===== src/rtl/axil_mon_pkg.sv =====
// Shared types and helpers for the AXI-Lite style handshake monitor.
package axil_mon_pkg;

  // Error codes reported on err_code; 0 means "no error", 5..7 unused.
  typedef enum logic [2:0] {
    ERR_NONE          = 3'd0,
    ERR_VALID_DROP    = 3'd1,
    ERR_DATA_CHANGE   = 3'd2,
    ERR_STALL_TIMEOUT = 3'd3,
    ERR_PASS_TIMEOUT  = 3'd4
  } err_code_e;

  // Per-channel handshake tracking state.
  typedef enum logic {
    ST_IDLE = 1'b0,
    ST_WAIT = 1'b1
  } ch_state_e;

  // Number of distinct error codes; bit (code-1) of a channel error vector.
  localparam int ERR_NUM = 4;
  localparam int ERR_BIT_DROP  = 0;
  localparam int ERR_BIT_DATA  = 1;
  localparam int ERR_BIT_STALL = 2;
  localparam int ERR_BIT_PASS  = 3;

  // Bits needed to hold values 0..max_val.
  function automatic int cnt_width(input int max_val);
    return (max_val < 1) ? 1 : $clog2(max_val + 1);
  endfunction

  // Saturation flag for an accumulator of width sum_w compared with a
  // counter of width cnt_w: true when sum exceeds the all-ones counter value.
  function automatic logic sat_hit(input logic [63:0] sum, input int cnt_w);
    logic [63:0] lim;
    lim = (64'd1 << cnt_w) - 64'd1;
    return sum > lim;
  endfunction

endpackage


===== src/rtl/axil_mon_channel.sv =====
// One monitored valid/ready channel: IDLE/WAIT protocol FSM with payload
// capture, a stall timer while waiting, and a pass timer that expects the
// paired downstream valid within PASS_MAX cycles of an upstream handshake.
// Handshake: a transfer happens on a clock edge where valid && ready; once
// valid rises it must stay high with stable data until ready is seen.
module axil_mon_channel
  import axil_mon_pkg::*;
#(
  parameter int DATA_W    = 32,
  parameter int STALL_MAX = 16,
  parameter int PASS_MAX  = 5
) (
  input  logic               clk,
  input  logic               rst,
  input  logic               valid,
  input  logic               ready,
  input  logic [DATA_W-1:0]  data,
  input  logic               dn_valid,
  output logic [ERR_NUM-1:0] err,
  output ch_state_e          state
);

  localparam int STALL_W = cnt_width(STALL_MAX);
  localparam int PASS_W  = cnt_width(PASS_MAX);
  localparam logic [STALL_W-1:0] STALL_LIM = STALL_W'(STALL_MAX);
  localparam logic [STALL_W-1:0] STALL_ONE = STALL_W'(1);
  localparam logic [PASS_W-1:0]  PASS_LIM  = PASS_W'(PASS_MAX);
  localparam logic [PASS_W-1:0]  PASS_ONE  = PASS_W'(1);

  ch_state_e          state_nxt;
  logic [DATA_W-1:0]  cap, cap_nxt;
  logic [STALL_W-1:0] stall_cnt, stall_nxt;
  logic               pass_armed, armed_nxt;
  logic [PASS_W-1:0]  pass_cnt, pass_nxt;
  logic               hs;

  // State, capture and timer registers.
  always_ff @(posedge clk) begin
    if (rst) begin
      state      <= ST_IDLE;
      cap        <= '0;
      stall_cnt  <= '0;
      pass_armed <= 1'b0;
      pass_cnt   <= '0;
    end else begin
      state      <= state_nxt;
      cap        <= cap_nxt;
      stall_cnt  <= stall_nxt;
      pass_armed <= armed_nxt;
      pass_cnt   <= pass_nxt;
    end
  end

  // Next-state logic and combinational error detection for this edge.
  always_comb begin
    state_nxt = state;
    cap_nxt   = cap;
    stall_nxt = stall_cnt;
    armed_nxt = pass_armed;
    pass_nxt  = pass_cnt;
    err       = '0;
    hs        = valid && ready;

    case (state)
      ST_IDLE: begin
        if (valid && !ready) begin
          state_nxt = ST_WAIT;
          cap_nxt   = data;
          stall_nxt = STALL_ONE;
          if (STALL_ONE == STALL_LIM) err[ERR_BIT_STALL] = 1'b1;
        end
      end
      ST_WAIT: begin
        if (!valid) begin
          err[ERR_BIT_DROP] = 1'b1;
          state_nxt         = ST_IDLE;
          stall_nxt         = '0;
        end else begin
          if (data != cap) begin
            err[ERR_BIT_DATA] = 1'b1;
            cap_nxt           = data;
          end
          if (ready) begin
            state_nxt = ST_IDLE;
            stall_nxt = '0;
          end else if (stall_cnt != STALL_LIM) begin
            // Counter saturates at the limit so the timeout fires once.
            stall_nxt = stall_cnt + STALL_ONE;
            if (stall_cnt + STALL_ONE == STALL_LIM) err[ERR_BIT_STALL] = 1'b1;
          end
        end
      end
      default: state_nxt = ST_IDLE;
    endcase

    // Only one outstanding transfer is tracked; dn_valid on the handshake
    // edge itself does not count because the timer is not yet armed.
    if (pass_armed) begin
      if (dn_valid) begin
        armed_nxt = 1'b0;
      end else if (pass_cnt == PASS_LIM) begin
        err[ERR_BIT_PASS] = 1'b1;
        armed_nxt         = 1'b0;
      end else begin
        pass_nxt = pass_cnt + PASS_ONE;
      end
    end else if (hs) begin
      armed_nxt = 1'b1;
      pass_nxt  = PASS_ONE;
    end
  end

endmodule


===== src/rtl/axil_handshake_monitor.sv =====
// Multi-channel valid/ready protocol monitor. Each channel runs its own
// checker; this level picks one error per cycle to report (lowest channel,
// then lowest code), keeps per-channel sticky flags and a saturating count.
module axil_handshake_monitor
  import axil_mon_pkg::*;
#(
  parameter int NUM_CH    = 4,
  parameter int DATA_W    = 32,
  parameter int STALL_MAX = 16,
  parameter int PASS_MAX  = 5,
  parameter int CNT_W     = 16,
  localparam int CH_W     = (NUM_CH > 1) ? $clog2(NUM_CH) : 1
) (
  input  logic                     clk,
  input  logic                     rst,
  input  logic [NUM_CH-1:0]        ch_valid,
  input  logic [NUM_CH-1:0]        ch_ready,
  input  logic [NUM_CH*DATA_W-1:0] ch_data,
  input  logic [NUM_CH-1:0]        dn_valid,
  input  logic                     err_clear,
  output logic                     err_valid,
  output logic [2:0]               err_code,
  output logic [CH_W-1:0]          err_ch,
  output logic [NUM_CH-1:0]        err_sticky,
  output logic [CNT_W-1:0]         err_count,
  output logic [NUM_CH-1:0]        dbg_wait
);

  localparam int ERRS_W = cnt_width(NUM_CH * ERR_NUM);
  localparam int SUM_W  = CNT_W + ERRS_W;

  logic [NUM_CH-1:0][ERR_NUM-1:0] ch_err;
  ch_state_e                      ch_state [NUM_CH];

  logic              rep_valid;
  err_code_e         rep_code;
  err_code_e         err_code_r;
  logic [CH_W-1:0]   rep_ch;
  logic [NUM_CH-1:0] any_vec;
  logic [ERRS_W-1:0] n_err;
  logic [SUM_W-1:0]  sum;
  logic [CNT_W-1:0]  cnt_nxt;

  for (genvar g = 0; g < NUM_CH; g++) begin : g_ch
    axil_mon_channel #(
      .DATA_W    (DATA_W),
      .STALL_MAX (STALL_MAX),
      .PASS_MAX  (PASS_MAX)
    ) u_ch (
      .clk      (clk),
      .rst      (rst),
      .valid    (ch_valid[g]),
      .ready    (ch_ready[g]),
      .data     (ch_data[g*DATA_W +: DATA_W]),
      .dn_valid (dn_valid[g]),
      .err      (ch_err[g]),
      .state    (ch_state[g])
    );
    assign dbg_wait[g] = (ch_state[g] == ST_WAIT);
  end

  // Priority selection and error population count for this cycle.
  always_comb begin
    rep_valid = 1'b0;
    rep_code  = ERR_NONE;
    rep_ch    = '0;
    any_vec   = '0;
    n_err     = '0;
    // Scan high to low so the lowest channel / lowest code wins.
    for (int i = NUM_CH - 1; i >= 0; i--) begin
      any_vec[i] = |ch_err[i];
      for (int k = ERR_NUM - 1; k >= 0; k--) begin
        n_err = n_err + ERRS_W'(ch_err[i][k]);
      end
      if (|ch_err[i]) begin
        rep_valid = 1'b1;
        rep_ch    = CH_W'(i);
        for (int k = ERR_NUM - 1; k >= 0; k--) begin
          if (ch_err[i][k]) rep_code = err_code_e'(3'(k + 1));
        end
      end
    end
    // Clear first, then add this cycle's errors, saturating at all-ones.
    sum = (err_clear ? SUM_W'(0) : SUM_W'(err_count)) + SUM_W'(n_err);
    if (sat_hit(64'(sum), CNT_W)) cnt_nxt = '1;
    else                           cnt_nxt = sum[CNT_W-1:0];
  end

  // Registered error report, sticky flags and counter.
  always_ff @(posedge clk) begin
    if (rst) begin
      err_valid  <= 1'b0;
      err_code_r <= ERR_NONE;
      err_ch     <= '0;
      err_sticky <= '0;
      err_count  <= '0;
    end else begin
      err_valid  <= rep_valid;
      err_code_r <= rep_code;
      err_ch     <= rep_ch;
      err_sticky <= (err_clear ? '0 : err_sticky) | any_vec;
      err_count  <= cnt_nxt;
    end
  end

  assign err_code = err_code_r;

endmodule


===== config.mk =====
export PLATFORM = sky130hd
export DESIGN_NAME = axil_handshake_monitor
export DESIGN_NICKNAME = d
export VERILOG_FILES = /design/src/rtl/axil_mon_pkg.sv /design/src/rtl/axil_mon_channel.sv /design/src/rtl/axil_handshake_monitor.sv
export SDC_FILE = /design/constraint.sdc
export NUM_CORES = 1
export LEC_CHECK = 0
export CAP_MARGIN = 15
export CELL_PAD_IN_SITES_DETAIL_PLACEMENT = 0
export CELL_PAD_IN_SITES_GLOBAL_PLACEMENT = 2
export CORE_UTILIZATION = 33
export CTS_BUF_LIST = sky130_fd_sc_hd__clkbuf_8
export CTS_CLUSTER_DIAMETER = 150
export DETAILED_ROUTE_END_ITERATION = 16
export PLACE_DENSITY_LB_ADDON = 0.1
export SYNTH_ARGS = -nofsm -noshare
export SYNTH_HDL_FRONTEND = slang
export SYNTH_SLANG_ARGS = --single-unit

===== constraint.sdc =====
create_clock -name clk -period 7.15 [get_ports clk]
set_input_delay 1.43 -clock clk [delete_from_list [all_inputs] [get_ports clk]]
set_output_delay 1.43 -clock clk [all_outputs]
set_load 0.1 [all_outputs]

# Yosys cells after proc, flatten, opt, wreduce, memory -nomap -nowiden
# Index checks and enable logic that the tools add are counted.
[totals] regBits=194 mem_bits_rw=0 mem_count=0 inputBits=143 elab_cells=284 latch_bits=0 mem_bits_ro=0 output_inout_bits=30
[op_classes] shifts=0 n_lt_le_gt_ge=1 add_sub_neg=24 div_mod_pow=0 reduce_logical=34 multipliers=0 n_eq_ne=40 bitwise_logic=5 n_mux=154
[op_table] op="2-to-1 mux 32 bit" n=12
[op_table] op="case mux 32 bit (2 select lines)" n=4
[op_table] op="!= test 32 bit" n=4
[op_table] op="2-to-1 mux 3 bit" n=40
[op_table] op="2-to-1 mux 5 bit" n=16
[op_table] op="2-to-1 mux 1 bit" n=65
[op_table] op="adder 5 x 1 -> 5 bit" n=11
[op_table] op="case mux 5 bit (2 select lines)" n=4
[op_table] op="2-to-1 mux 16 bit" n=2
[op_table] op="!= test 2 bit (second input constant)" n=16
[op_table] op="AND reduction 3 bit" n=8
[op_table] op="adder 5 x 1 -> 5 bit (second input constant)" n=4
[op_table] op="== test 5 bit (second input constant)" n=4
[op_table] op="!= test 5 bit (second input constant)" n=4
[op_table] op="adder 16 x 5 -> 17 bit" n=1
[op_table] op="> comparator 17 x 16 -> 1 bit (second input constant)" n=1
[op_table] op="!= test 4 bit (second input constant)" n=4
[op_table] op="OR reduction 4 bit" n=4
[op_table] op="adder 3 x 1 -> 3 bit (second input constant)" n=4
[op_table] op="== test 3 bit (second input constant)" n=4
[op_table] op="2-to-1 mux 2 bit" n=6
[op_table] op="OR reduction 9 bit" n=1
[op_table] op="logical AND 1 bit" n=8
[op_table] op="!= test 2 x 1 -> 1 bit (second input constant)" n=4
[op_table] op="12 further kinds" n=27

# Depth between registers and ports, before layout
# Gate-level depths: netlist of run 1.
[logic_depth] word_depth=26 ltp_mapped=20 mapped_depth_nobuf=20

# Cells and area by module
# A second synthesis of run 1 with hierarchy kept.
[hier_totals] cells_unflattened=1730 area_unflattened_um2=13220.2
[by_module_without_submodules] mod="axil_mon_channel at g_ch[0].u_ch ..." area_per_inst_um2=2819.0 seq_area_each_um2=840.8 cells_per_inst=377 n_inst=2
[by_module_without_submodules] mod="axil_mon_channel at g_ch[2].u_ch" area_per_inst_um2=2849.0 seq_area_each_um2=840.8 cells_per_inst=380 n_inst=1
[by_module_without_submodules] mod="axil_mon_channel at g_ch[3].u_ch" area_per_inst_um2=2846.5 seq_area_each_um2=840.8 cells_per_inst=382 n_inst=1
[by_module_without_submodules] mod="axil_handshake_monitor" area_per_inst_um2=1886.8 seq_area_each_um2=520.5 cells_per_inst=214 n_inst=1

# Worst setup path before layout of run 1
# OpenSTA, ideal clock, no wires.
[synth_path] path_type="in2reg" startpoint="in ch_data[126]" endpoint="reg err_count[0]" stages=20 n_path_buf=2 slack_ns=0.779 setup_time_ns=0.132 required_time_ns=7.018 arrival_time_ns=6.238 path_cell_list="xnor2_1 -> nand4_1 -> nor4_2 -> a21oi_1 -> clkbuf_1 -> fa_1 -> inv_1 -> fa_1 -> fa_1 -> fa_1 -> fa_1 -> inv_1 -> fa_1 -> a21o_1 -> a21oi_1 -> o21ai_0 -> and3_1 -> nand3_1 -> clkbuf_1 -> a21oi_1"
[synth_between] elab_chain_cells=21
[synth_lines] element="start: declaration" line_no="axil_handshake_monitor.sv:18" source="input logic [NUM_CH*DATA_W-1:0] ch_data,"
[synth_lines] element="!= test 32 bit *" line_no="axil_mon_channel.sv:79" source="if (data != cap) begin"
[synth_lines] element="2-to-1 mux 1 bit *" line_no="axil_mon_channel.sv:79"
[synth_lines] element="2-to-1 mux 2 bit *" line_no="axil_mon_channel.sv:74" source="if (!valid) begin"
[synth_lines] element="2-to-1 mux 3 bit *" line_no="axil_mon_channel.sv:64" source="case (state)"
[synth_lines] element="adder 2 x 1 -> 3 bit *" line_no="axil_handshake_monitor.sv:73" source="n_err = n_err + ERRS_W'(ch_err[i][k]);"
[synth_lines] element="adder 3 x 1 -> 4 bit *" line_no="axil_handshake_monitor.sv:73"
[synth_lines] element="adder 4 x 1 -> 5 bit *" line_no="axil_handshake_monitor.sv:73"
[synth_lines] element="adder 5 x 1 -> 5 bit * (11 in a row)" line_no="axil_handshake_monitor.sv:73"
[synth_lines] element="adder 16 x 5 -> 17 bit *" line_no="axil_handshake_monitor.sv:84" source="sum = (err_clear ? SUM_W'(0) : SUM_W'(err_count)) + SUM_W'(n_err);"
[synth_lines] element="> comparator 17 x 16 -> 1 bit" line_no="axil_mon_pkg.sv:36" source="return sum > lim;"
[synth_lines] element="2-to-1 mux 16 bit *" line_no="axil_handshake_monitor.sv:85" source="if (sat_hit(64'(sum), CNT_W)) cnt_nxt = '1;"
[synth_lines] element="end signal: assignment" line_no="axil_handshake_monitor.sv:102" source="err_count <= cnt_nxt;"
[synth_lines] element="end: declaration" line_no="axil_handshake_monitor.sv:25" source="output logic [CNT_W-1:0] err_count,"
# Every way passes the cells marked *; elsewhere a longest branch is shown, timed or not.
# A chain may end at the register's enable or synchronous reset.

# Worst setup path in the final report of run 1
[layout_path] startpoint="in ch_data[69]" endpoint="reg err_count[1]"
[layout_between] elab_chain_cells=17
[layout_lines] element="!= test 32 bit *" line_no="axil_mon_channel.sv:79"
[layout_lines] element="2-to-1 mux 1 bit *" line_no="axil_mon_channel.sv:79"
[layout_lines] element="2-to-1 mux 2 bit *" line_no="axil_mon_channel.sv:74"
[layout_lines] element="2-to-1 mux 3 bit *" line_no="axil_mon_channel.sv:64"
[layout_lines] element="adder 5 x 1 -> 5 bit * (10 in a row)" line_no="axil_handshake_monitor.sv:73"
[layout_lines] element="adder 16 x 5 -> 17 bit *" line_no="axil_handshake_monitor.sv:84"
[layout_lines] element="> comparator 17 x 16 -> 1 bit" line_no="axil_mon_pkg.sv:36"
[layout_lines] element="2-to-1 mux 16 bit *" line_no="axil_handshake_monitor.sv:85"
# Marks and branches as above.

==> reports/qor.yml, run 1 <==
floorplan:
  die_h_microns: 176.1
  dieArea_sq_um: 31000
  fp.dieW_microns: 176.1
  io_pins: 173
  placementRows: 63
  start_util_pct: 33.65
  design.core.area_sq_um: 29720
sta:
  drv_slew: 0
  worstMarginPinSlew_ps: 1069
  setup_viol: 0
  fin_tns_setup_ps: 0
  hold_viol: 0
  relSlewSlack_pct: 28.49
  rsz0062_at_grt: "no"
  fmax_ghz: 0.1545
  period_share_pct: 90.52
  fin_skew_ps: 23.22
  final.min_clock_period_ps: 6472
layout:
  antennaDiodeCount: 0
  drive_above_1_share_pct: 4.876
  synthToLayoutAreaGrowth_pct: 25.30
  final_common_cell: "dfxtp_1"
  layout_common_cells: "dfxtp_1, clkdlybuf4s50_1, xnor2_1"
  finalInstanceArea_sq_um: 12530
  fin_nets: 1504
synth:
  synth_top_family_by_area: "simple AND/OR/NAND/NOR gates"
  ys_ff_latch: 194
  synth-async-reset-ratio_pct: 0
  yosysWarnings: 0
  yosys.area_share.simple_pct: 18.33
  synth_top_area_cell: "dfxtp_1"
  synth_top_area_share_pct: 38.84
  syn_area_per_cell_sq_um: 8.576
  yosys.area_share.adder_pct: 6.031
  synth_fp_nets: 1350
  synth_area_sq_um: 10000
  synth_xor_area_share_pct: 13.23
  synth_compound_area_share_pct: 12.86
  syn_inst: 1166
  synth.area.top_cells: "dfxtp_1, xnor2_1, mux2i_1"
  synth_edf_count: 0
  ys_seq_area_share_pct: 38.84
  netlist-cell-type-count: 58
  synthFlopType: "dfxtp_1"
  muxShareOfSynthArea_pct: 6.507
clock_tree:
  h-tree-depth: 4
  clock_sink_count: 194
  numCtsBuffers: 17
  cts-resized-gates: 0
  clockBufferDepth: 2
  post_cts_buffers: 0
  cts_hold_buf: 0
  cts_tree: "yes"
  clk_latency_ps: 480
  root_buffer: "clkbuf_8"
  clk_pin_slew_ps: 120
setup_path:
  regToRegSetupSlack_ps: 1780
  worstPathRequired_ps: 7490
  crit_fanout: 13
  start_kind: "input port"
  critPathKind: "input port to flop"
  cp-end-kind: "flop"
  arrival_ps: 6810
  worstRegToRegCells: 19
  r2r_start: "g_ch[2].u_ch.cap[5]$_SDFFE_PP0P_"
  r2r_end: "err_count[1]$_SDFF_PP0_"
grt:
  grt.overflow.total: 0
  grt_first_pass_wirelength_microns: 40520
  grt_pass1_vias: 8025
  grtUsageTotal_pct: 16.25
  grt_max_degree: 70
  antenna_found_initial: 0
route:
  drc: 0
  ant_nets: 0
  wire_per_inst_microns: 14.44
  drt-total-wl_microns: 24880
  first_iter_violations: 400
  viasPerCell: 4.775
  dr.pass1.iters: 4
  route.vias.total: 8227
placed_design:
  hpwl_microns: 17530
  io_buffers: 172
  gp_congestion: 0.7600
  placed_area_sq_um: 12100
min_path:
  hold_path.class: "flop to flop"
  hold_path_end: "g_ch[2].u_ch.cap[17]$_SDFFE_PP0P_"
  hp-start: "g_ch[2].u_ch.cap[17]$_SDFFE_PP0P_"
  worst_hold_path.num_cells: 2
run:
  max_cap_viol_count: 0
status:
  status: "finished, final reports clean"
pwr:
  power_density_nw_per_um2: 187.8
  ir_worst_vdd_uv: 96.50
  p_leak_uw: 0.004637
-- routing by layer --
metal	up-vias	track usage, %	routed length, microns
li1	4267	-	-
met1	3781	21.87	12110
met2	162	26.08	11210
met3	17	3.833	1294
met4	0	3.913	264
met5	-	0	0
-- worst max-delay path, stage by stage --
cell	delay (ps)
clkdlybuf4s50_1	460
xnor2_1	230
nand4_1	140
nor4_1	530
a21oi_2	150
inv_1	170
fa_1	430
fa_1	520
fa_1	430
fa_1	510
fa_1	190
inv_1	60
fa_1	400
a21o_1	200
a21oi_1	210
o21ai_0	130
and3_1	220
nand3_1	100
buf_4	210
a21oi_1	90
-- worst max-delay path by stage --
stage                 start                       end  slack (ps)  cells after the start
2_1_floorplan  ch_data[126]   err_count[0]$_SDFF_PP0_         780                     20
3_3_place_gp    ch_data[69]  err_count[10]$_SDFF_PP0_         210                     20
3_5_place_dp    ch_data[69]  err_count[11]$_SDFF_PP0_         170                     20
4_1_cts         ch_data[69]   err_count[1]$_SDFF_PP0_         690                     20
5_1_grt         ch_data[69]   err_count[1]$_SDFF_PP0_         320                     20
6_report        ch_data[69]   err_count[1]$_SDFF_PP0_         680                     20
-- flip-flops by register name (all words and copies together) (netlist names) --
register              count
g_ch.u_ch.pass_cnt       12
err_sticky                4
g_ch.u_ch.pass_armed      4
g_ch.u_ch.cap           128
g_ch.u_ch.state           4
err_valid                 1
err_count                16
g_ch.u_ch.stall_cnt      20
err_ch                    2
err_code                  3
-- per-stage QoR --
| stage | power, uW | hold slack (ps) | utilization (%) | cells | setup slack [ps] |
|---|---|---|---|---|---|
| final | 2353 | 467.7 | 42.16 | 1723 | 677.9 |
| after global routing | 2482 | 486.2 | 42.16 | 1723 | 323.1 |
| after CTS | 2406 | 472.3 | 42.16 | 1723 | 691.1 |
| after detailed placement | 1597 | 455.7 | 40.72 | 1691 | 170.5 |
| after global placement | 1595 | 450.2 | 40.72 | 1691 | 208.1 |
| after floorplan | 1437 | 444.4 | - | 1166 | 779.3 |
-- where the power goes --
| group | internal, uW | total, uW | switching (uW) |
|---|---|---|---|
| combinational | 195 | 397 | 202 |
| clock | 330 | 788 | 458 |
| sequential | 1130 | 1170 | 36.1 |
-- kinds of logic (layout without fill, tap and decap cells) --
family                     after synthesis  in the layout
AOI/OAI and AO/OA                      237            237
xor gates and xnor gates               151            151
adders and majority gates               41             41
buffers and inverters                   97            264
DFF                                    194            194
muxes                                   65             65
and+or+nand+nor                        381            381
-- cells in the mapped netlist (7+ instances only) --
cell	instances
nor3_1	10
buf_4	7
o21ai_0	85
fa_1	12
nand3b_1	7
nand4_1	32
nand2b_1	12
nand3_1	19
ha_1	29
clkbuf_1	35
nand2_1	112
nor2b_1	21
dfxtp_1	194
a21oi_1	117
mux2i_1	65
nor2_1	124
inv_1	43
xnor2_1	144
xor2_1	7
nor4_1	7
-- cell type report --
type | count | area [sq um]
clock buffers | 17 | 234.0
fillers | 3033 | 17190
repair buffers | 189 | 1851
multi-input cells | 875 | 5718
well taps | 390 | 488.0
inverters | 43 | 161.4
flip-flops and latches | 194 | 3884
clock inverters | 15 | 193.9
No activity file was read; power rests on OpenSTA's default activity.
==> inputs of run 2 (changes only) <==
==> constraint.sdc (replaced) <==
create_clock -name clk -period 6.3 [get_ports clk]
set_input_delay 1.26 -clock clk [delete_from_list [all_inputs] [get_ports clk]]
set_output_delay 1.26 -clock clk [all_outputs]
set_load 0.1 [all_outputs]
==> reports/qor.yml, run 2 (synthesized netlist as in run 1, its figures left out) <==
status:
  status: "finished, final reports clean"
route:
  route.vias.total: 8249  # +0.27%
  routed.top_layer: "met4"
  first_iter_violations: 428  # +7.0%
  drt-met1-wl_microns: 11940  # -1.4%
  viasPerCell: 4.746  # -0.60%
  dr.pass1.iters: 4  # unchanged
  ant_nets: 0  # unchanged
  met2WireLength_microns: 11150  # -0.56%
  wire_per_inst_microns: 14.24  # -1.4%
  drt-total-wl_microns: 24750  # -0.52%
  drc: 0  # unchanged
  wl_met3_microns: 1457  # +13%
setup_path:
  regToRegSetupSlack_ps: 1180  # -600 ps
  worstPathRequired_ps: 6700  # -790 ps
  cp-end-kind: "flop"
  r2r_start: "g_ch[2].u_ch.cap[5]$_SDFFE_PP0P_"
  crit_buf_inv: 4  # unchanged
  arrival_ps: 6440  # -370 ps
  crit_cells: 21  # +5.0%
  endpoint: "err_count[13]$_SDFF_PP0_"
  r2r_end: "err_count[13]$_SDFF_PP0_"
  crit_start: "ch_data[69]"
  path_delay_family: "adder cells"
  critPathKind: "input port to flop"
  crit_fanout: 2  # -11
  cpMaxStageDelayCell: "fa_1"
  worstRegToRegCells: 20  # +1
  max_stage_delay_ps: 530  # about the same
  path_cells: "clkdlybuf4s50_1, xnor2_1, nand4_1, nor4_1, buf_4, a21oi_2, inv_1, fa_1, fa_1, fa_1, fa_1, fa_1, inv_1, fa_2, a21o_1, a21oi_2, o21ai_1, and3_1, nand3_2, and4_1, nor3_1"
  crit_top_cell: "fa_1"
  start_kind: "input port"
floorplan:
  placementRows: 63  # unchanged
  dieArea_sq_um: 31000  # unchanged
  die_h_microns: 176.1  # unchanged
  io_pins: 173  # unchanged
  fp.dieW_microns: 176.1  # unchanged
  start_util_pct: 33.65  # unchanged
  design.core.area_sq_um: 29720  # unchanged
sta:
  period_share_pct: 95.88
  worstMarginPinSlew_ps: 1075  # +5.323 ps
  relSlewSlack_pct: 28.13  # -0.36 points
  rsz0062_at_grt: "no"
  fin_skew_ps: 19.67  # -3.541 ps
  drv_slew: 0  # unchanged
  hold_viol: 0  # unchanged
  fmax_ghz: 0.1655
  final.min_clock_period_ps: 6041
  setup_viol: 0  # unchanged
grt:
  grt_first_pass_wirelength_microns: 40060  # -1.1%
  grt.overflow.total: 0  # unchanged
  grtUsageTotal_pct: 16.14  # -0.11 points
  grt_pass1_vias: 7893  # -1.6%
  grt_max_degree: 120  # +71%
  antenna_found_initial: 0  # unchanged
pwr:
  combPwrFrac_pct: 17.8  # +0.9 points
  netSwitchingPower_uw: 732.5  # +5.2%
  p_leak_uw: 0.004686  # +1.1%
  ir_worst_vdd_uv: 165.7  # +72%
  swShare_pct: 28.78  # -0.80 points
  power_density_nw_per_um2: 201.9  # +7.5%
  p_int_uw: 1813  # +9.4%
  seqPwrFrac_pct: 52.0  # +2.4 points
  power_frac_clock_pct: 30.2  # -3.3 points
layout:
  synthToLayoutAreaGrowth_pct: 26.04
  largest_register: "g_ch.u_ch.cap"
  fin_cells: 1738  # +0.87%
  reg_top3: "g_ch.u_ch.cap x128, g_ch.u_ch.stall_cnt x20, err_count x16"
  antennaDiodeCount: 0  # unchanged
  largest_reg_flops: 128  # unchanged
  final_common_cell: "dfxtp_1"
  layout_common_cells: "dfxtp_1, clkdlybuf4s50_1, xnor2_1"
  fin_nets: 1519  # +1.0%
  utilization_pct: 42.41  # +0.25 points
  drive_above_1_share_pct: 6.083  # +1.2 points
  nFillCells: 3011  # -0.73%
clock_tree:
  numCtsBuffers: 17  # unchanged
  clockBufferDepth: 2  # unchanged
  clk_pin_slew_ps: 110  # about the same
  clock_sink_count: 194  # unchanged
  clk_latency_ps: 470  # about the same
  cts_tree: "yes"
  h-tree-depth: 4  # unchanged
  cts_hold_buf: 0  # unchanged
  root_buffer: "clkbuf_8"
min_path:
  hold_path.class: "flop to flop"
placed_design:
  hpwl_microns: 17360  # -0.93%
  gp_congestion: 0.7582  # -0.24%
  dp_cells: 1705  # +0.83%
  io_buffers: 172  # unchanged
run:
  max_cap_viol_count: 0  # unchanged
==> run 2: cell types whose count changed in the layout (fill, tap and decap cells not counted), sizes merged <==
cell,delta
inv,-3
clkinvlp,+2
clkbuf,+3
bufinv,-2
buf,+15
==> run 2: per-stage QoR <==
step	setup WS, ps	hold slack, ps	area, sq um	total power, uW	TNS (ps)
floorplan	99.29	444.4	10000	1631	0
global placement	-401.2	450.3	12220	1810	-5799
detailed placement	-439.2	455.6	12220	1813	-6330
CTS	80.46	469.6	12580	2607	0
global route	6.579	477.9	12600	2699	0
finish	259.5	468.0	12600	2545	0
==> run 2: worst min path at each step <==
stage | from | depth (start not counted) | slack, ps | end
detailed placement | g_ch[2].u_ch.cap[3]$_SDFFE_PP0P_ | 2 | 460 | g_ch[2].u_ch.cap[3]$_SDFFE_PP0P_
global route | g_ch[3].u_ch.cap[24]$_SDFFE_PP0P_ | 2 | 480 | g_ch[3].u_ch.cap[24]$_SDFFE_PP0P_
CTS | g_ch[2].u_ch.cap[5]$_SDFFE_PP0P_ | 2 | 470 | g_ch[2].u_ch.cap[5]$_SDFFE_PP0P_
global placement | g_ch[3].u_ch.cap[20]$_SDFFE_PP0P_ | 2 | 450 | g_ch[3].u_ch.cap[20]$_SDFFE_PP0P_
finish | g_ch[2].u_ch.cap[5]$_SDFFE_PP0P_ | 2 | 470 | g_ch[2].u_ch.cap[5]$_SDFFE_PP0P_
floorplan | g_ch[2].u_ch.cap[0]$_SDFFE_PP0P_ | 2 | 440 | g_ch[2].u_ch.cap[0]$_SDFFE_PP0P_
==> run 2: repair_timing <==
item | in CTS | in global routing
resized for setup | 0 | 5
endpoints found under the setup margin | 0 | 16
setup buffers | 0 | 1
==> run 2: worst register-to-register path, delay by kind of cell, from the launching register on <==
family,cells,cell delay [ps]
simple gates,6,1250
flops,1,330
buf+inv,3,360
xor+xnor,1,220
compound gates,4,450
fa+ha+maj,6,2460
==> run 2: cell type report <==
type                    count  area (sq um)  share of cell area [%]
inverters                  43         161.4                   1.281
clock inverters            12         83.83                  0.6651
flip-flops and latches    194          3884                   30.82
well taps                 390         488.0                   3.872
multi-input cells         875          5736                   45.51
clock buffers              20         275.3                   2.184
repair buffers            204          1976                   15.68
==> run 2: per-layer routing <==
metal | vias to the layer above | global-route usage (%)
li1 | 4295 | -
met1 | 3794 | 21.62
met2 | 150 | 25.74
met3 | 10 | 4.113
met4 | 0 | 4.022
met5 | - | 0
==> run 2: power by group through the flow <==
| stage | logic, uW | clock network [uW] | registers (uW) |
|---|---|---|---|
| floorplan | 252 | 0 | 1380 |
| global placement | 458 | 0 | 1350 |
| detailed placement | 459 | 0 | 1350 |
| CTS | 461 | 820 | 1330 |
| global route | 498 | 869 | 1330 |
| finish | 453 | 767 | 1320 |
==> edit 1: new RTL, settings of run 2 <==
Put one more register stage on the output `err_count`, with the module's reset. The value now appears one clock later. The other outputs are not delayed to match.
--- a/src/rtl/axil_handshake_monitor.sv
+++ b/src/rtl/axil_handshake_monitor.sv
@@ -28,6 +28,8 @@
 
   localparam int ERRS_W = cnt_width(NUM_CH * ERR_NUM);
   localparam int SUM_W  = CNT_W + ERRS_W;
+
+  logic [CNT_W-1:0] err_count_s0;
 
   logic [NUM_CH-1:0][ERR_NUM-1:0] ch_err;
   ch_state_e                      ch_state [NUM_CH];
@@ -81,7 +83,7 @@
       end
     end
     // Clear first, then add this cycle's errors, saturating at all-ones.
-    sum = (err_clear ? SUM_W'(0) : SUM_W'(err_count)) + SUM_W'(n_err);
+    sum = (err_clear ? SUM_W'(0) : SUM_W'(err_count_s0)) + SUM_W'(n_err);
     if (sat_hit(64'(sum), CNT_W)) cnt_nxt = '1;
     else                           cnt_nxt = sum[CNT_W-1:0];
   end
@@ -93,17 +95,25 @@
       err_code_r <= ERR_NONE;
       err_ch     <= '0;
       err_sticky <= '0;
-      err_count  <= '0;
+      err_count_s0 <= '0;
     end else begin
       err_valid  <= rep_valid;
       err_code_r <= rep_code;
       err_ch     <= rep_ch;
       err_sticky <= (err_clear ? '0 : err_sticky) | any_vec;
-      err_count  <= cnt_nxt;
+      err_count_s0 <= cnt_nxt;
     end
   end
 
   assign err_code = err_code_r;
 
+  always_ff @(posedge clk) begin
+    if (rst) begin
+      err_count <= '0;
+    end else begin
+      err_count <= err_count_s0;
+    end
+  end
+
 endmodule
 
Function: changed (a bounded check fails within 4 cycles, from zero or initial values and one cycle with rst high).
==> edit 1 against run 2 <==
  * Sequential cell count grew 16
  * Final area grew 8.3%
  * Synthesized area increased by 5.2%
  * First-iteration DRC count shrank 43%
  * Routed wire length shrank 1.1%
  * Maximum frequency is 0.40% lower
  * Total power increased by 24%
  * Worst setup slack lost 24 ps
  * Critical endpoint is now err_count_s0[13]
  * Largest cell class unchanged
  * Highest routed layer is now met5
==> edit 1: results (changes against run 2) <==
* RR Endpoint: err_count_s0[13]
* Worst setup path startpoint: ch_data[73]
* Most frequent cells after synthesis: dfxtp_1, nor2_1, xor2_1
* Status: completed
* Post-Place Cells at 1687 (-1.1%)
* Vias per cell at 4.680 (-1.4%)
* CTS clock-pin slew for the worst setup and hold paths at 60 ps (-50 ps)
* CTS Buffer Depth at 3 (+1)
* Drt total wl at 24490 µm (-1.1%)
* Clock Power at 1.28 mW (+67%)
* Post-place setup slack at -604.8 ps (-165.6 ps)
* CTS Buf Count at 41 (+24)
* CP max stage delay at 570 ps (+40 ps)
* Final HPWL DP at 17220 µm (-0.85%)
* Fillers at 3162 (+5.0%)
* Vias in the first global route at 8189 (+3.8%)
* Clock Latency Late Sink at 540 ps (+70 ps)
* Gp weighted congestion at 0.7455 (-1.7%)
* Largest registers: g_ch.u_ch.cap x128, g_ch.u_ch.stall_cnt x20
* Clock skew at 16.74 ps (-2.937 ps)
* Static Leak at 6.555 nW (+40%)
* Post-CTS Resized at 1 (+1)
* Synth area leaders: dfxtp_1, mux2i_1, xor2_1
* H-tree depth at 2 (-2)
* Net Sw Frac at 26.89% (-1.9 points)
* Hold_ws at 457.8 ps (-10.28 ps)
* Worst Hold Endpoint: err_count[3]
* Final Critical Period at 6065 ps (+24.41 ps)
* CP Max Fanout at 4 (+2)
* Reg power frac at 45.4% (-6.6 points)
* Post-synthesis sequential area ratio at 39.96% (+1.1 points)
* Hold path cells at 1 (-1)
-- edit 1: layout make-up --
class,count,area (µm²),area share (%)
Inverter,43,161.4,1.182
Clock inverter,18,81.33,0.5958
Multi-Input combinational cell,826,5919,43.36
Tap cell,402,503.0,3.685
Sequential cell,210,4204,30.80
Timing Repair Buffer,209,2107,15.44
Clock buffer,49,674.4,4.940
-- edit 1: cell families (layout without fill, tap and decap cells) --
group / count (synthesis) / count (layout) / synth area share, %
AOI/OAI and AO/OA: 109 / 109 / 6.280
xor gates and xnor gates: 150 / 150 / 12.49
adders and majority gates: 41 / 41 / 5.733
buffers and inverters: 90 / 319 / 4.662
DFF: 210 / 210 / 39.96
muxes: 128 / 128 / 12.18
and+or+nand+nor: 398 / 398 / 18.70
-- edit 1: metal layers --
layer,wire length (µm),GRT usage [%]
met1,11290,19.03
met2,11020,24.33
met3,1631,4.830
met4,521,5.128
met5,23,0
==> edit 2: new RTL, config.mk and constraints of run 2 <==
Made on the original files. `CNT_W`: 16 -> 18.
--- a/src/rtl/axil_handshake_monitor.sv
+++ b/src/rtl/axil_handshake_monitor.sv
@@ -8,7 +8,7 @@
   parameter int DATA_W    = 32,
   parameter int STALL_MAX = 16,
   parameter int PASS_MAX  = 5,
-  parameter int CNT_W     = 16,
+  parameter int CNT_W     = 18,
   localparam int CH_W     = (NUM_CH > 1) ? $clog2(NUM_CH) : 1
 ) (
   input  logic                     clk,
Ports: changed (resized err_count); port bits go from 173 to 175. The function was not compared with the original's and may differ.
==> edit 2 against run 2 <==
  * Synthesized area increased by 2.5%
  * Total power increased by 1.4%
  * Routed wire length decreased by 4.0%
  * Clock power increased by 2%
  * Worst setup slack got worse by 40 ps
  * Final area increased by 4.4%
  * Sequential cell count increased by 2
==> edit 2: results (changes against run 2) <==
* Status: completed
* Critical path endpoint: err_count[7]
* Post-synthesis adder-cell area fraction at 5.885% (-0.15 points)
* Clock Latency Late Sink at 490 ps (+20 ps)
* M1 GR Usage at 19.57% (-2.0 points)
* CP Max Fanout at 5 (+3)
* Largest net degree at the start of global routing at 102 (-15%)
* Compound-Gate Fraction of Synth Area at 7.802% (-5.1 points)
* RR Endpoint: err_count[7]
* Clock skew at 9.369 ps (-10.31 ps)
* Mean Syn Cell Area at 9.240 µm² (+7.7%)
* Hold_ws at 487.1 ps (+19.08 ps)
* Global-route wire length before repair at 38970 µm (-2.7%)
* Initial antenna violation count at 6 (+6)
* Post-synthesis sequential area ratio at 38.29% (-0.55 points)
* Fillers at 3110 (+3.3%)
* Static Leak at 6.224 nW (+33%)
* Relative slew slack at 29.02% (+0.89 points)
* Worst path arrival time at 6490 ps (+50 ps)
* Worst VDD drop at 0.1087 mV (-34%)
* Most frequent cells after synthesis: dfxtp_1, nor2_1, mux2i_1
* Worst Hold Endpoint: err_sticky[0]
* Worst setup path startpoint: ch_data[83]
* Net Count, Synth at 1293 (-4.2%)
* Gp weighted congestion at 0.7872 (+3.8%)
* Synth unique cells at 62 (+6.9%)
* CTS clock-pin slew for the worst setup and hold paths at 90 ps (-20 ps)
* Post-Place Cells at 1665 (-2.3%)
* Vias post-DR at 8045 (-2.5%)
* Pint at 1.846 mW (+1.8%)
* Top routing layer in use: met5
* TritonRoute pass-1 iters at 7 (+3)
* GR Layer Usage met2 at 24.92% (-0.82 points)
* Nets@finish at 1476 (-2.8%)
* Post-place setup slack at -704.9 ps (-265.7 ps)
* Wl on met1 at 11010 µm (-7.7%)
* Total Routing Usage GR at 15.50% (-0.64 points)
* Synth area leaders: dfxtp_1, mux2i_1, xor2_1
* Drt total wl at 23750 µm (-4.0%)
* Vias per cell at 4.721 (-0.53%)
* Post-synthesis mux area share at 12.70% (+6.2 points)
* Area grow syn2layout at 28.42%
## edit 2: cell types whose count changed in the layout (fill, tap and decap cells not counted), moves of 14 or more
cell / before / now
xnor2_1: 144 / 40
xor2_1: 7 / 102
nand2_1: 112 / 34
a21oi_1: 114 / 41
nor2_1: 123 / 193
mux2i_1: 65 / 130
o21ai_0: 84 / 28
dlymetal6s2s_1: 0 / 54
clkdlybuf4s50_1: 171 / 119
nor4_2: 3 / 19
nand4_1: 32 / 18
## edit 2: layout make-up
cell class                 count  share of cell area [%]
antenna                        4                 0.07606
clock buffer                  19                   1.987
clock inverter                12                  0.7036
inverter                      36                   1.027
multi-input combinational    827                   45.99
sequential                   196                   29.82
tap                          396                   3.765
timing repair buffer         214                   16.64
## edit 2: power groups by stage
stage,Combinational [mW],Clock [mW],Sequential (mW)
after floorplan,0.262,0,1.39
after global placement,0.454,0,1.37
after detailed placement,0.455,0,1.37
after CTS,0.459,0.830,1.34
after global routing,0.505,0.879,1.35
final,0.456,0.784,1.34
